**config.mk**
```make
export PLATFORM = sky130hd
export DESIGN_NAME = route_merge
export DESIGN_NICKNAME = d
export VERILOG_FILES = /design/src/rtl/route_merge.sv
export SDC_FILE = /design/constraint.sdc
export NUM_CORES = 1
export LEC_CHECK = 0
export ABC_AREA = 1
export BUFFER_PORTS_ARGS = -buffer_cell sky130_fd_sc_hd__clkbuf_2
export CAP_MARGIN = 20
export CORE_MARGIN = 2
export CORE_UTILIZATION = 47
export CTS_CLUSTER_DIAMETER = 100
export DETAILED_ROUTE_END_ITERATION = 16
export PLACE_DENSITY = 0.79
export SYNTH_ARGS = -nofsm -noshare
export SYNTH_HDL_FRONTEND = slang
export SYNTH_SLANG_ARGS = --single-unit
export TNS_END_PERCENT = 50
```
**constraint.sdc**
```tcl
create_clock -name clk -period 1.5 [get_ports clk]
set_clock_uncertainty 0.05 [all_clocks]
set_input_delay 0.15 -clock clk [delete_from_list [all_inputs] [get_ports clk]]
set_output_delay 0.15 -clock clk [all_outputs]
set_load 0.01 [all_outputs]
```
**src/rtl/route_merge.sv**
```systemverilog
// route_merge: round-robin drain of two lane FIFOs into one tagged stream,
// with a 2-entry skid buffer covering the FIFOs' one-cycle read latency.
module route_merge #(
    parameter int DATA_WIDTH = 8,
    parameter int CNT_WIDTH  = 8
) (
    input  logic                  clk,
    input  logic                  reset,
    input  logic [DATA_WIDTH-1:0] in0,
    input  logic [DATA_WIDTH-1:0] in1,
    input  logic                  fifo0_empty,
    input  logic                  fifo1_empty,
    input  logic                  out_pause,
    output logic                  read0,
    output logic                  read1,
    output logic [DATA_WIDTH+1:0] out,
    output logic                  out_valid,
    output logic [CNT_WIDTH-1:0]  count0,
    output logic [CNT_WIDTH-1:0]  count1,
    output logic                  idle
);
    typedef enum logic [1:0] {RD_NONE, RD0, RD1} state_t;

    state_t                state_q, state_d;
    logic                  rr_q, rr_d;
    logic [DATA_WIDTH+1:0] head_q, head_d, tail_q, tail_d;
    logic                  head_v_q, head_v_d, tail_v_q, tail_v_d;
    logic [CNT_WIDTH-1:0]  cnt0_q, cnt0_d, cnt1_q, cnt1_d;
    logic                  el0, el1, gnt0, gnt1, rd_en, drain, inflight, adv;
    logic [1:0]            load;
    logic [DATA_WIDTH+1:0] cap_w;

    always_ff @(posedge clk or negedge reset) begin
        if (!reset) begin
            state_q <= RD_NONE;
            rr_q    <= 1'b0;
        end else begin
            state_q <= state_d;
            rr_q    <= rr_d;
        end
    end

    // A lane granted last cycle sits out one cycle so its empty flag can settle.
    always_comb begin
        inflight = state_q != RD_NONE;
        drain    = head_v_q & ~out_pause;
        load     = {1'b0, head_v_q} + {1'b0, tail_v_q} + {1'b0, inflight};
        rd_en    = reset & ~out_pause & (load < 2'd2 + {1'b0, drain});
        el0      = ~fifo0_empty & (state_q != RD0);
        el1      = ~fifo1_empty & (state_q != RD1);
        gnt1     = rd_en & el1 & (~el0 | rr_q);
        gnt0     = rd_en & el0 & ~gnt1;
        state_d  = gnt0 ? RD0 : gnt1 ? RD1 : RD_NONE;
        rr_d     = gnt0 ? 1'b1 : gnt1 ? 1'b0 : rr_q;
    end

    always_comb begin
        read0 = gnt0;
        read1 = gnt1;
    end

    // The head slot frees when empty or draining; the tail moves up, and the capture fills behind it.
    always_comb begin
        cap_w    = {1'b0, state_q == RD1, (state_q == RD1) ? in1 : in0};
        adv      = ~head_v_q | drain;
        head_v_d = adv ? (tail_v_q | inflight) : 1'b1;
        head_d   = adv ? (tail_v_q ? tail_q : inflight ? cap_w : head_q) : head_q;
        tail_v_d = adv ? (tail_v_q & inflight) : (tail_v_q | inflight);
        tail_d   = (inflight & (~adv | tail_v_q)) ? cap_w : tail_q;
        cnt0_d   = cnt0_q + {{(CNT_WIDTH-1){1'b0}}, drain & ~head_q[DATA_WIDTH]};
        cnt1_d   = cnt1_q + {{(CNT_WIDTH-1){1'b0}}, drain & head_q[DATA_WIDTH]};
    end

    always_ff @(posedge clk or negedge reset) begin
        if (!reset) begin
            head_q   <= '0;
            tail_q   <= '0;
            head_v_q <= 1'b0;
            tail_v_q <= 1'b0;
            cnt0_q   <= '0;
            cnt1_q   <= '0;
        end else begin
            head_q   <= head_d;
            tail_q   <= tail_d;
            head_v_q <= head_v_d;
            tail_v_q <= tail_v_d;
            cnt0_q   <= cnt0_d;
            cnt1_q   <= cnt1_d;
        end
    end

    always_comb begin
        out       = head_q;
        out_valid = head_v_q;
        count0    = cnt0_q;
        count1    = cnt1_q;
        idle      = ~head_v_q & ~tail_v_q & ~inflight & fifo0_empty & fifo1_empty;
    end
endmodule
```
After elaboration in Yosys (flattened, before gate mapping) --
Cells that the tools add are included.
Operators by class: order comparisons 1, multiplexer cells 9, reduce and logical (&&, ||, !) cells 4, equal/unequal tests 3, add/subtract/negate cells 5, bitwise operators 31
Operators by type and width (number):
- $mux 10 | 2
- $and 1x1->1 | 17
- $add 8x1->8 | 2
- $not 1->1 | 10
- $mux 8 | 1
- $reduce_bool 2->1 | 3
- $mux 1 | 4
- $mux 2 | 2
- $or 1x1->1 | 4
- $add 1x1->2 | 1
- $add 2x1->2 | 1
- $add 2x1->2 const A | 1
- $eq 2x2->1 const B | 1
- $lt 2x2->1 | 1
- $ne 2x1->1 const B | 1
- $ne 2x2->1 const B | 1
- $reduce_and 2->1 | 1
Storage, ports and cells: register bits after elaboration 40, input port bits 21

Logic depth before layout (Yosys ltp) --
depth in word-level cells 10, mapped depth 9, depth with buffers taken out 9

Worst setup path before layout --
Ideal clock, no wire load.
path type flip-flop to output port, start reg tail_v_q, end out read0, path buffers 1, arrival 1494 ps, cell stages (with the launch flop) 8, slack -194 ps, cells stage by stage dfrtp_1 -> inv_1 -> buf_2 -> fa_1 -> nand3_1 -> nand2_1 -> nand3_1 -> nor2_1
Between the ends: word-level cells in the longest chain between the ends 8, elaborated cells between the ends (all ways) 9, those cells by class add/sub: 2; order compare: 1; bitwise: 6
Ends and longest elaborated chain:
- from (decl) | RTL line 27 | logic head_v_q, head_v_d, tail_v_q, tail_v_d;
- from (signal assigned) | RTL line 86 | tail_v_q <= tail_v_d;
- $add 1x1->2 (*) | RTL line 47 | load = {1'b0, head_v_q} + {1'b0, tail_v_q} + {1'b0, inflight};
- $add 2x1->2 (*) | RTL line 47
- $lt 2x2->1 (*) | RTL line 48 | rd_en = reset & ~out_pause & (load < 2'd2 + {1'b0, drain});
- $and 1x1->1 (*) | RTL line 48
- $and 1x1->1 (2 in a row) | RTL line 51 | gnt1 = rd_en & el1 & (~el0 | rr_q);
- $not 1->1 | RTL line 52 | gnt0 = rd_en & el0 & ~gnt1;
- $and 1x1->1 (*) | RTL line 52
- to (decl) | RTL line 14 | output logic read0,
Every way passes the cells marked *; elsewhere a longest branch is shown, timed or not.

Final worst setup path --
start reg tail_v_q, end out read1
Between the ends: word-level cells in the longest chain between the ends 6
Ends and longest elaborated chain:
- $add 1x1->2 | RTL line 47
- $add 2x1->2 | RTL line 47
- $lt 2x2->1 | RTL line 48
- $and 1x1->1 | RTL line 48
- $and 1x1->1 (2 in a row) | RTL line 51
- to (decl) | RTL line 15 | output logic read1,
No other way between the ends.

==> summary.txt <==
run status - finished, violations left
failing checks - setup timing
CTS Buffer Depth - 2
final hold vios - 0
TritonCTS buffer count - 5
number of global-route vias before repair - 1526
Root Buffer - clkbuf_8
cell taking the most area after synthesis - dfrtp_1
synth warn - 0
commonest non-fill, non-tap cells in the layout - nand2_1, clkbuf_2, dfrtp_1, inv_1, buf_4
static leakage - 1.42 nW
core footprint - 0.00397 mm2
share of the synthesized area in the top cell type - 51.0%
Antenna Nets Post-Route - 0
flops & latches, synth - 39
Synth Area in Adders - 3.66%
mux contribution to synthesized area - 0%
critical path's slowest cell - fa_1
Critical R2R Capture - rr_q
Yosys cell types - 25
Synth area leaders - dfrtp_1, nand2_1, inv_1
layout cells sized above 1 - 39.5%
average size of a mapped cell - 8.51 um2
Worst VDD drop - 0.706 mV
placed cells - 335
fin cells - 354
io pins - 51
WP depth - 7
Critical Path Sink Type - primary output
max-slew violations - 0
xor/xnor cell area share of the yosys netlist - 5.03%
WL final - 4120 um
Initial DRC Count - 86
Final GP Congestion - 0.748
fillers - 322
Final WS setup - -453 ps
RSZ-0062 raised after global routing - yes
CP top delay family - adder cells
Tcrit/Tclk final - 130%
first-pass GRT wire length - 6470 um
largest family of logic cells by synthesized area - simple AND/OR/NAND/NOR gates
drt wl/cell - 11.6 um
detailed placement HPWL - 2850 um
area fraction in compound gates after synthesis - 7.91%
vias per cell - 4.68
worst r2r path cells - 10
die area - 0.00460 mm2
DRC Markers - 0
Worst EP required - 1300 ps
worst hold path class - in2reg
worst r2r src - tail_v_q
cell repeated most along the worst path - inv_2
post-synthesis simple-gate area fraction - 23.3%
hold slack - 137 ps
Final min period - 1950 ps
GR Overflow Total - 0
worst path bufs/invs - 3
Reg2Reg Setup Slack - -240 ps
Critical Path Start Type - register
Seq/Total Area, Yosys - 51.0%
count of input and output buffers - 49
pwr dens - 1290 mW/mm2
Layout Nets - 329
max cap viols - 0
CP Cell Sequence - inv_2, fa_1, nand3_2, a21oi_2, nand2_1, inv_2, buf_6
initial core utilization - 48.2%
Clock Sink Count - 39
Critical Setup Path Class - reg2out
largest net degree at the start of global routing - 40
Worst EP arrival - 1750 ps
register clock-pin slew on the reported worst setup and hold paths - 70 ps
synthesized area - 0.00191 mm2
latest clock arrival within the worst-skew pair - 280 ps
initial antenna violation count - 0
fmax - 512 MHz
CP Launch Point - tail_v_q
via count - 1657
syn_nets - 251
1st-pass router iterations - 4
antenna cells - 0
GRT Overall Usage - 19.0%
standard-cell row count - 23
crit path capture - read1
worst slack, placed - -168 ps
CP max stage delay - 540 ps
height of the die - 67.8 um
Die X - 67.8 um
CTS H-Tree Depth - 2
leading cell type in the layout, fill and taps excluded - nand2_1
Final setup violation count - 7
Layout area overhead - 39.1%
worst-path fanout max - 2
cells after synthesis - 225
CTS tree - yes
[repair_timing]
item | in CTS | in global routing
gates resized for setup | 24 | 21
setup buffers | 5 | 8
hold buffers | 1 | 0
setup endpoints to repair | 12 | 22
pin swaps | 7 | 6
hold endpoints to repair | 39 | 0
[final cells by class]
| type | instances | area [um2] | area share (%) |
|---|---|---|---|
| sequential | 39 | 977 | 36.7 |
| multi-input combinational | 148 | 922 | 34.6 |
| clock buffer | 5 | 68.8 | 2.58 |
| clock inverter | 3 | 15.0 | 0.564 |
| timing repair buffer | 77 | 497 | 18.7 |
| tap | 50 | 62.6 | 2.35 |
| inverter | 32 | 120 | 4.51 |
[sequential cells by signal (all words and copies together) (netlist names)]
name,flops
tail_v_q,1
rr_q,1
count1,8
out,9
state_q,2
tail_q,9
out_valid,1
count0,8
[synthesized netlist by cell type]
master	number
a21oi_1	4
a21oi_2	2
a21oi_4	1
buf_2	1
buf_4	1
buf_6	3
clkbuf_1	1
conb_1	1
dfrtp_1	39
fa_1	1
ha_1	4
inv_1	31
inv_2	1
nand2_1	70
nand2_2	6
nand3_1	18
nand4_1	1
nor2_1	9
nor2_4	1
nor3_1	1
o211ai_1	3
o21ai_0	10
o21ai_1	5
xnor2_1	4
xor2_1	7
[kinds of logic after synthesis]
kind of cell             after synthesis
AND/OR/NAND/NOR                      106
XOR/XNOR                              11
adder cells (fa/ha/maj)                5
AO/OA/AOI/OAI                         25
flip-flops                            39
other                                  1
buffers and inverters                 38
[layer usage]
metal	vias to the layer above	track usage (%)	share of wire, %
met5	-	0	0
met4	0	8.25	0.70
met3	2	4.28	4.7
met2	43	33.8	52
met1	760	22.0	43
li1	852	-	-
[tightest hold or removal path, stage by stage]
cell and delay (ps):
clkbuf_2 100, nand2_2 100, nand2_1 90
[how the worst min path moves through the flow]
stage	depth (start not counted)	endpoint	startpoint
2_1_floorplan	0	count0[0]	reset
3_3_place_gp	2	count0[3]	reset
3_5_place_dp	2	count0[7]	reset
4_1_cts	3	out_valid	out_pause
5_1_grt	3	out_valid	out_pause
6_report	3	out_valid	out_pause
[where the power goes]
part / switching [W] / internal, W
clock: 0.000355 / 0.000318
combinational: 0.000615 / 0.000489
sequential: 0.000268 / 0.00140
total: 0.00124 / 0.00221
[per-stage QoR]
step | total power (W) | util (%) | TNS, ps | instance area, um2
finish | 0.00345 | 67.0 | -1350 | 2660
global route | 0.00373 | 67.0 | -2300 | 2660
CTS | 0.00343 | 64.4 | -1370 | 2560
detailed placement | 0.00263 | 58.3 | -643 | 2310
global placement | 0.00258 | 58.3 | -314 | 2310
floorplan | 0.00219 | - | -268 | 1930
Power figures use the tool's default switching activity.
